$ cat src/rtl/frame_pkg.sv
// frame_pkg: command, error, FSM state and operand-stack encodings shared by frame_sequencer.
// Stack op and stack error codes mirror the SuperStack encoding.
package frame_pkg;
    typedef enum logic [2:0] {
        CMD_CALL, CMD_RETURN, CMD_LOCAL_GET, CMD_LOCAL_SET, CMD_LOCAL_TEE
    } cmd_t;
    typedef enum logic [2:0] {
        ERR_NONE, ERR_FRAME_OVF, ERR_NO_FRAME, ERR_ARGS,
        ERR_STACK_OVF, ERR_UNDERFLOW, ERR_BAD_LOCAL, ERR_STACK
    } err_t;
    typedef enum logic [2:0] {IDLE, EXEC, CHECK, PUSH, CHECK2} state_t;
    typedef enum logic [2:0] {
        STK_NONE, STK_PUSH, STK_POP, STK_INDEX_RESET, STK_INDEX_RESET_AND_PUSH,
        STK_UNDERFLOW_GET, STK_UNDERFLOW_SET
    } stk_op_t;
    typedef enum logic [1:0] {
        SERR_NONE, SERR_UNDERFLOW, SERR_OVERFLOW, SERR_BAD_OFFSET
    } stk_err_t;
endpackage

$ cat src/rtl/frame_record_lifo.sv
// frame_record_lifo: LIFO of saved {base, limit} frame records.
// Only the level pointer is reset; record storage keeps its contents.
module frame_record_lifo #(
    parameter int DW     = 8,
    parameter int FRAMES = 8
) (
    input  logic                     clk,
    input  logic                     reset,
    input  logic                     i_push,
    input  logic                     i_pop,
    input  logic [DW-1:0]            i_din,
    output logic [DW-1:0]            o_dout,
    output logic                     o_full,
    output logic                     o_empty,
    output logic [$clog2(FRAMES):0]  o_level
);
    localparam int AW = $clog2(FRAMES);
    logic [DW-1:0] r_mem [FRAMES];
    logic [AW:0]   r_level;
    logic [AW:0]   w_dec;
    assign w_dec   = r_level - 1'b1;
    assign o_dout  = r_mem[w_dec[AW-1:0]];
    assign o_full  = r_level[AW];
    assign o_empty = r_level == '0;
    assign o_level = r_level;
    always_ff @(posedge clk or posedge reset) begin
        if (reset)
            r_level <= '0;
        else if (i_push && !o_full)
            r_level <= r_level + 1'b1;
        else if (i_pop && !o_empty)
            r_level <= w_dec;
    end
    always_ff @(posedge clk) begin
        if (i_push && !o_full)
            r_mem[r_level[AW-1:0]] <= i_din;
    end
endmodule

$ cat src/rtl/frame_sequencer.sv
// frame_sequencer: call-frame controller turning CALL/RETURN/LOCAL_* commands into operand-stack ops.
// Define FRAME_SEQUENCER_HWM_EN to add the hwm and frame_hwm high-water-mark outputs.
module frame_sequencer
    import frame_pkg::*;
#(
    parameter int WIDTH  = 8,
    parameter int DEPTH  = 3,
    parameter int FRAMES = 8
) (
    input  logic                     clk,
    input  logic                     reset,
    input  logic                     cmd_valid,
    output logic                     cmd_ready,
    input  logic [2:0]               cmd_op,
    input  logic [DEPTH:0]           cmd_a,
    input  logic [DEPTH:0]           cmd_b,
    output logic                     done,
    output logic [2:0]               err,
    output logic [$clog2(FRAMES):0]  frame_level,
    output logic [2:0]               stk_op,
    output logic [WIDTH-1:0]         stk_data,
    output logic [DEPTH:0]           stk_offset,
    output logic [DEPTH:0]           stk_underflow_limit,
    output logic [DEPTH:0]           stk_upper_limit,
    output logic [DEPTH:0]           stk_lower_limit,
    output logic                     stk_drop_tos,
    input  logic [DEPTH:0]           stk_index,
    input  logic [WIDTH-1:0]         stk_out,
    input  logic [WIDTH-1:0]         stk_getter,
    input  logic [1:0]               stk_error
`ifdef FRAME_SEQUENCER_HWM_EN
   ,output logic [DEPTH:0]           hwm,
    output logic [$clog2(FRAMES):0]  frame_hwm
`endif
);
    localparam logic [DEPTH+1:0] MAX_STACK = {1'b0, 1'b1, {DEPTH{1'b0}}};
    state_t             r_state, w_state;
    cmd_t               r_op;
    logic [DEPTH:0]     r_a, r_b, r_base, r_limit, w_base, w_limit;
    logic               r_done, w_done, w_push, w_pop, w_full, w_empty, w_nres;
    logic [2:0]         r_err, w_err, w_pre, w_call_err, w_ret_err, w_chk_err;
    logic [2*DEPTH+1:0] w_top;
    logic [DEPTH+1:0]   w_args_x, w_end_x;
    stk_err_t           w_serr;
    frame_record_lifo #(.DW(2*(DEPTH+1)), .FRAMES(FRAMES)) u_lifo (
        .clk     (clk),
        .reset   (reset),
        .i_push  (w_push),
        .i_pop   (w_pop),
        .i_din   ({r_base, r_limit}),
        .o_dout  (w_top),
        .o_full  (w_full),
        .o_empty (w_empty),
        .o_level (frame_level)
    );
    // Widened by one bit so nargs+limit and index+nlocals cannot wrap before comparing.
    assign w_args_x   = {1'b0, r_a} + {1'b0, r_limit};
    assign w_end_x    = {1'b0, stk_index} + {1'b0, r_b};
    assign w_nres     = r_a != '0;
    assign w_serr     = stk_err_t'(stk_error);
    assign w_call_err = w_full ? ERR_FRAME_OVF : w_args_x > {1'b0, stk_index} ? ERR_ARGS :
                        w_end_x > MAX_STACK ? ERR_STACK_OVF : ERR_NONE;
    assign w_ret_err  = w_empty ? ERR_NO_FRAME : (w_nres && stk_index == r_limit) ? ERR_UNDERFLOW : ERR_NONE;
    assign w_pre      = r_op == CMD_CALL ? w_call_err : r_op == CMD_RETURN ? w_ret_err : ERR_NONE;
    assign w_chk_err  = r_op == CMD_RETURN ? (w_serr != SERR_NONE ? ERR_STACK : ERR_NONE) :
                        r_op == CMD_CALL ? ERR_NONE :
                        w_serr == SERR_BAD_OFFSET ? ERR_BAD_LOCAL :
                        w_serr == SERR_UNDERFLOW ? ERR_UNDERFLOW : ERR_NONE;
    assign cmd_ready           = r_state == IDLE;
    assign done                = r_done;
    assign err                 = r_err;
    assign stk_lower_limit     = r_base;
    assign stk_upper_limit     = r_limit;
    assign stk_underflow_limit = r_limit;
    always_comb begin
        w_state      = r_state;
        w_done       = 1'b0;
        w_err        = ERR_NONE;
        w_base       = r_base;
        w_limit      = r_limit;
        w_push       = 1'b0;
        w_pop        = 1'b0;
        stk_op       = STK_NONE;
        stk_data     = stk_out;
        stk_offset   = r_a;
        stk_drop_tos = 1'b0;
        case (r_state)
            IDLE: w_state = cmd_valid ? EXEC : IDLE;
            EXEC: begin
                if (w_pre != ERR_NONE) begin
                    w_state = IDLE;
                    w_done  = 1'b1;
                    w_err   = w_pre;
                end else begin
                    w_state = CHECK;
                    case (r_op)
                        CMD_CALL: begin
                            w_push     = 1'b1;
                            w_base     = stk_index - r_a;
                            w_limit    = w_end_x[DEPTH:0];
                            stk_op     = STK_INDEX_RESET;
                            stk_offset = w_end_x[DEPTH:0];
                        end
                        CMD_RETURN: begin
                            w_pop      = 1'b1;
                            w_base     = w_top[2*DEPTH+1:DEPTH+1];
                            w_limit    = w_top[DEPTH:0];
                            stk_op     = w_nres ? STK_INDEX_RESET_AND_PUSH : STK_INDEX_RESET;
                            stk_offset = r_base;
                        end
                        CMD_LOCAL_GET: stk_op = STK_UNDERFLOW_GET;
                        default: begin
                            stk_op       = STK_UNDERFLOW_SET;
                            stk_drop_tos = r_op == CMD_LOCAL_SET;
                        end
                    endcase
                end
            end
            CHECK: begin
                w_state = (r_op == CMD_LOCAL_GET && w_serr != SERR_BAD_OFFSET) ? PUSH : IDLE;
                w_done  = w_state == IDLE;
                w_err   = w_state == IDLE ? w_chk_err : ERR_NONE;
            end
            PUSH: begin
                w_state  = CHECK2;
                stk_op   = STK_PUSH;
                stk_data = stk_getter;
            end
            CHECK2: begin
                w_state = IDLE;
                w_done  = 1'b1;
                w_err   = w_serr == SERR_OVERFLOW ? ERR_STACK_OVF : ERR_NONE;
            end
            default: w_state = IDLE;
        endcase
    end
    always_ff @(posedge clk or posedge reset) begin
        if (reset) begin
            r_state <= IDLE;
            r_op    <= CMD_CALL;
            r_a     <= '0;
            r_b     <= '0;
            r_base  <= '0;
            r_limit <= '0;
            r_done  <= 1'b0;
            r_err   <= ERR_NONE;
        end else begin
            r_state <= w_state;
            r_base  <= w_base;
            r_limit <= w_limit;
            r_done  <= w_done;
            r_err   <= w_err;
            if (r_state == IDLE && cmd_valid) begin
                r_op <= cmd_t'(cmd_op);
                r_a  <= cmd_a;
                r_b  <= cmd_b;
            end
        end
    end
`ifdef FRAME_SEQUENCER_HWM_EN
    logic [DEPTH:0]              r_hwm;
    logic [$clog2(FRAMES):0]     r_frame_hwm;
    always_ff @(posedge clk or posedge reset) begin
        if (reset) begin
            r_hwm       <= '0;
            r_frame_hwm <= '0;
        end else begin
            r_hwm       <= stk_index > r_hwm ? stk_index : r_hwm;
            r_frame_hwm <= frame_level > r_frame_hwm ? frame_level : r_frame_hwm;
        end
    end
    assign hwm       = r_hwm;
    assign frame_hwm = r_frame_hwm;
`endif
endmodule

$ cat config.mk
export PLATFORM = sky130hd
export DESIGN_NAME = frame_sequencer
export DESIGN_NICKNAME = d
export VERILOG_FILES = /design/src/rtl/frame_pkg.sv /design/src/rtl/frame_record_lifo.sv /design/src/rtl/frame_sequencer.sv
export SDC_FILE = /design/constraint.sdc
export NUM_CORES = 1
export LEC_CHECK = 0
export ABC_AREA = 1
export CAP_MARGIN = 20
export CORE_ASPECT_RATIO = 1.25
export CORE_MARGIN = 2
export CORE_UTILIZATION = 30
export DETAILED_ROUTE_END_ITERATION = 12
export GPL_ROUTABILITY_DRIVEN = 0
export GPL_TIMING_DRIVEN = 0
export SYNTH_ARGS = -nofsm -noshare
export SYNTH_HDL_FRONTEND = slang
export SYNTH_SLANG_ARGS = --single-unit
export TNS_END_PERCENT = 20
$ cat constraint.sdc
create_clock -name clk -period 6.6 [get_ports clk]
set_input_delay 0.99 -clock clk [delete_from_list [all_inputs] [get_ports clk]]
set_output_delay 0.99 -clock clk [all_outputs]
set_load 0.01 [all_outputs]
---- Word level (Yosys, flattened, before mapping) ----
Memory sizes are Yosys's and may differ from the RTL's.
Cells that the tools add are included.
word-level totals
  bits in registers ....................... 30
  latch bits .............................. 0
  bits in writable memories ............... 64
  ROM bits ................................ 0
  input bits .............................. 36
  output and inout port bits .............. 37
  word-level logic and storage cells ...... 93
  memories ................................ 1
cells by class
  add/subtract/negate cells ............... 5
  $mul .................................... 0
  divide/modulo/power cells ............... 0
  $lt $le $gt $ge ......................... 2
  equality and inequality tests ........... 12
  shifts and indexed selects .............. 0
  mux-type cells .......................... 45
  bitwise gates (word level) .............. 1
  reductions and logical operators ........ 18
memories
  memory        words  bits a word  read ports  clocked after Yosys merged registers in  write ports  RTL line                 RTL
  u_lifo.r_mem  8      8            1           0                                        1            frame_record_lifo.sv:18  logic [DW-1:0] r_mem [FRAMES];
operators by type and width
  cell                                                  number
  two-way mux 3 bit                                     17
  case mux 4 bit (2 select lines)                       3
  case mux 3 bit (3 select lines)                       2
  two-way mux 4 bit                                     4
  two-way mux 1 bit                                     13
  equality test 3 x 2 -> 1 bit (second input constant)  4
  case mux 3 bit (4 select lines)                       1
  adder 4 x 4 -> 5 bit                                  2
  zero test 3 bit                                       3
  two-way mux 8 bit                                     1
  equality test 3 x 1 -> 1 bit (second input constant)  2
  case mux 3 bit (2 select lines)                       1
  nonzero test 2 bit                                    3
  > comparator 5 x 4 -> 1 bit                           1
  > comparator 5 x 4 -> 1 bit (second input constant)   1
  logical AND 1 bit                                     5
  adder 4 x 1 -> 4 bit (second input constant)          1
  equality test 2 bit (second input constant)           2
  equality test 4 bit                                   1
  zero test 4 bit                                       1
  two-way mux 2 bit                                     2
  nonzero test 4 bit                                    1
  subtractor 4 x 1 -> 4 bit (second input constant)     1
  subtractor 4 bit                                      1
  9 further kinds                                       10

---- Longest topological paths before layout ----
  depth in word-level cells ............... 12
  gate-level depth with buffers ........... 20
  gate-level depth less buffers ........... 20

---- Hierarchy ----
Synthesis repeated with hierarchy kept, for this count alone.
second synthesis, totals
  cells, all modules ...................... 566
  area, all modules ....................... 5,098.6 um^2
modules (own cells, without submodules)
  module             instances  cells an instance  area an instance (um^2)  seq. area each (um^2)
  frame_record_lifo  1          276                3,024.2                  2,021.9
  frame_sequencer    1          290                2,074.5                  650.6

---- Worst setup path before layout ----
No wires, ideal clock.
  path type ............................... in2out
  start ................................... in stk_index[0]
  end ..................................... out stk_op[0]
  data arrival time ....................... 2.756 ns
  data required time ...................... 5.610 ns
  path slack .............................. 2.854 ns
  stages .................................. 11
  buffers on the path ..................... 0
  cells stage by stage .................... ha_1 -> fa_1 -> xnor2_1 -> nand2_1 -> nand3_1 -> nand2_1 -> nand2_1 -> nand2_1 -> nor2_4 -> nand2_1 -> o21ai_0
on the way
  cells in the longest elaborated chain, start to end .. 9
  elaborated cells between the ends (all ways) .. 15
  classes of those cells .................. add/sub (1); order compare (2); eq/ne (1); mux (9); reduce/logical (2)
ends and longest elaborated chain
  item                                                              RTL line                                      RTL
  from (decl)                                                       frame_sequencer.sv:27                         input logic [DEPTH:0] stk_index,
  adder 4 x 4 -> 5 bit or equality test 4 bit (tied branches)       frame_sequencer.sv:58, frame_sequencer.sv:63
  > comparator 5 x 4 -> 1 bit or logical AND 1 bit (tied branches)  frame_sequencer.sv:62, frame_sequencer.sv:63
  two-way mux 3 bit (on tied branches)                              frame_sequencer.sv:62, frame_sequencer.sv:63
  two-way mux 3 bit (on tied branches)                              frame_sequencer.sv:61, frame_sequencer.sv:63
  two-way mux 3 bit (on tied branches)                              frame_sequencer.sv:61, frame_sequencer.sv:64
  two-way mux 3 bit (*)                                             frame_sequencer.sv:64                         assign w_pre = r_op == CMD_CALL ? w_call_err : r_op == CMD_RETURN ? w_ret_err : ERR_NONE;
  nonzero test 3 bit (*)                                            frame_sequencer.sv:90                         if (w_pre != ERR_NONE) begin
  two-way mux 3 bit (*)                                             frame_sequencer.sv:90
  case mux 3 bit (2 select lines) (*)                               frame_sequencer.sv:87                         case (r_state)
  to (decl)                                                         frame_sequencer.sv:20                         output logic [2:0] stk_op,
Mark *: on every way between the ends. The rest lies on a longest branch, timed or not.

---- Worst setup path in the final report ----
  start ................................... in stk_index[0]
  end ..................................... out stk_offset[2]
on the way
  cells in the longest elaborated chain, start to end .. 9
  elaborated cells between the ends (all ways) .. 16
  classes of those cells .................. add/sub (1); order compare (2); eq/ne (1); mux (10); reduce/logical (2)
ends and longest elaborated chain
  item                                                              RTL line                                      RTL
  adder 4 x 4 -> 5 bit or equality test 4 bit (tied branches)       frame_sequencer.sv:58, frame_sequencer.sv:63
  > comparator 5 x 4 -> 1 bit or logical AND 1 bit (tied branches)  frame_sequencer.sv:62, frame_sequencer.sv:63
  two-way mux 3 bit (on tied branches)                              frame_sequencer.sv:62, frame_sequencer.sv:63
  two-way mux 3 bit (on tied branches)                              frame_sequencer.sv:61, frame_sequencer.sv:63
  two-way mux 3 bit (on tied branches)                              frame_sequencer.sv:61, frame_sequencer.sv:64
  two-way mux 3 bit                                                 frame_sequencer.sv:64
  nonzero test 3 bit                                                frame_sequencer.sv:90
  two-way mux 4 bit (*)                                             frame_sequencer.sv:90
  two-way mux 4 bit (*)                                             frame_sequencer.sv:87
  to (decl)                                                         frame_sequencer.sv:22                         output logic [DEPTH:0] stk_offset,
Marks and branches as above.

==> run metrics <==
Mapped Avg Cell Area 9.86 um^2; top-count cell post-synth nand2_1; class of the worst hold path flip-flop to flip-flop; ranking of synthesized cells by area edfxtp_1 40%, dfrtp_1 16%, nand2_1 7.8%; largest net degree at the start of global routing 19; static leakage 2.44 nW; TritonCTS clock tree built; CP max-delay cell clkdlybuf4s50_1; register area share after synthesis 0.558; Antenna diodes 0; drt first pass iters 4; Die Width 117 um; clock root buffer master clkbuf_16; VDD IR-drop max 0.183 mV; Hold Crit Start r_b[2]$_DFFE_PP0P_; die height 145 um; Vias 3778; detail-routed via count per cell 4.80; cell mode on critical path nand2_1; initial detailed-routing violation count 212; Internal 1.58 mW; WP data required 5.61 ns; CP top delay family buffers and inverters; Worst-path clk slew 0.07 ns; Core Box Area 15600 um^2; r2r setup slk 2.41 ns; Switching Fraction 0.432; Detailed Route WL 12.3 mm; setup TNS 0 ns; Setup crit start stk_index[0]; port buffer count 72; hpwl dp 9.31 mm; Comb power frac 0.497; first-pass GRT wire length 20.0 mm; Longest Clk Path Bufs 2; Rel. slew slack 0.423; status finished clean; initial antenna violation count 0; Worst-Margin Slew 0.863 ns; Setup CP Type input port to primary output; clk sinks 94; DRC violations left 0; Synth async-reset ratio 0.319; top cells by count, synth 99 x nand2_1, 64 x edfxtp_1, 58 x nor2_1; slowest cell delay on critical path 0.57 ns; vias in the first global route 4006; crit path buf inv count 2; final clock skew 0.00997 ns; Pwr Density 457 nW/um^2; cts hold-fix bufs 0; slack of the critical path 1.40 ns; Rows 51; Total GRT Usage 0.151; clock insertion delay at the later pin of the skew report 0.34 ns; Post-synth EDFFs 64; ys flop type edfxtp_1; Sequential Power Share 0.322; htree depth 3; Clock Power Share 0.181; final setup violation count 0; Net Sw Power 1.20 mW; Syn Std Cell Area 4790 um^2; Die ar. 17000 um^2; # Post-CTS Setup Buffers 0; worst-path cell chain clkdlybuf4s50_1, ha_1, fa_1, xnor2_1, nand2_1, nand3_1, nand2_1, nand2_1, nand2_1, nor2_4, nand2_1, o22ai_1, clkdlybuf4s50_1; RSZ-0062 raised after global routing no; Distinct cells, synth 37; # IOs 73; proportion of layout cells with a drive suffix above 1 0.0765; antenna violation net count after detailed routing 0; Starting Density 0.306; worst r2r src stk_underflow_limit[0]$_DFFE_PP0P_; final slew viol count 0; CP startpoint kind input port; CP Capture Type primary output; Synth area leader edfxtp_1; fmax 192 MHz; Area Overhead vs Synth 27.2%; crit share post-route 0.788; Final min period 5.20 ns; gr ovfl total 0; Yosys warnings 0; nets 627; Avg WL per Cell 15.6 um; Fin. Hold Viols 0; syn nets 543; Post-Syn Instances 486; Synth top area share 0.401; WP data arrival 4.21 ns; CTS-repair resized insts 0; Max-cap violations 0; Synth Register Bits 94; CP max FO 9; CTS buffer count 9; pre-CTS setup slack 1.39 ns
-- power groups by stage --
stage,sequential (mW),clock [mW],combinational [mW]
detailed placement,0.912,0,1.39
floorplan,0.878,0,0.869
CTS,0.899,0.511,1.40
global route,0.915,0.538,1.55
global placement,0.905,0,1.35
finish,0.896,0.505,1.38
-- registers in the layout (all words and copies together) (netlist names) --
register and cells:
u_lifo.o_level 4, err 3, u_lifo.r_mem 64, r_a 4
stk_lower_limit 4, done 1, r_b 4, stk_underflow_limit 4
r_op 3, r_state 3
-- logic make-up (layout without fill, tap and decap cells) --
logic type / Yosys count / after routing / synth area share
simple gates: 190 / 190 / 0.170
compound gates: 98 / 98 / 0.117
flops: 94 / 94 / 0.558
buf+inv: 63 / 152 / 0.0562
fa+ha+maj: 21 / 21 / 0.0596
xor+xnor: 14 / 14 / 0.0256
mux: 6 / 6 / 0.0138
-- layout make-up --
cell class / count / area [um^2]
fill: 1568 / 9540
sequential: 94 / 2670
multi-input combinational: 329 / 1850
timing repair buffer: 73 / 748
tap: 212 / 265
clock buffer: 9 / 225
inverter: 41 / 154
buffer: 22 / 115
clock inverter: 7 / 62.6
-- per-layer routing --
metal | wire length, um | track usage | vias to the layer above
met5 | 0 | 0 | -
met2 | 6300 | 0.266 | 121
met1 | 5130 | 0.185 | 1809
met4 | 167 | 0.0312 | 0
li1 | - | - | 1835
met3 | 685 | 0.0368 | 13
-- worst paths after layout --
path,end,cells past startpoint
max,stk_offset[2],13
min,r_b[2]$_DFFE_PP0P_,1
max reg2reg,u_lifo.r_mem[2][7]$_DFFE_PP_,17
min reg2reg,r_b[2]$_DFFE_PP0P_,1
max in group asynchronous,stk_lower_limit[0]$_DFFE_PP0P_,3
min in group asynchronous,r_op[2]$_DFFE_PP0P_,2
-- cell usage in the layout, fill, tap and decap left out, types with 3 or more instances in the layout --
cell type,synthesis,final
buf_1,4,4
o221ai_1,8,8
clkbuf_1,9,9
o211ai_1,8,8
o22ai_1,11,11
edfxtp_1,64,64
inv_2,3,3
a21oi_1,16,16
inv_1,36,36
buf_4,6,6
xnor2_1,8,8
ha_1,18,18
nor2_1,58,58
nand2_1,99,99
o21ai_1,4,4
o21ai_0,48,48
xor2_1,6,6
fa_1,3,3
nand3_1,15,15
inv_6,0,3
nor2_4,4,4
clkdlybuf4s50_1,0,72
dfrtp_1,30,30
nor3_1,4,4
mux2_2,5,5
clkbuf_16,0,9
-- per-stage QoR --
step	std cells	area, um^2	power, mW	hold slack (ns)	utilization
after global routing	787	6090	3.01	0.546	0.390
after CTS	787	6090	2.81	0.523	0.390
final	787	6090	2.79	0.517	0.390
after detailed placement	771	5800	2.30	0.507	0.371
after global placement	770	5780	2.26	0.496	0.369
after floorplan	486	4790	1.75	0.484	-
-- worst reg2reg max path: stages (launching register included) --
cell and delay, ns:
dfrtp_1 0.55, ha_1 0.32, fa_1 0.42, xor2_1 0.19, ha_1 0.28, nand2_1 0.06, inv_1 0.05, nand2_1 0.05
nand2_1 0.04, nand2_1 0.13, nand2_1 0.09, a21oi_1 0.24, nand2_2 0.10, nor2_4 0.22, nand3_1 0.15, inv_1 0.11
nand2_1 0.11, nor2_1 0.70
Note: power is estimated with default switching activity, not from simulation.
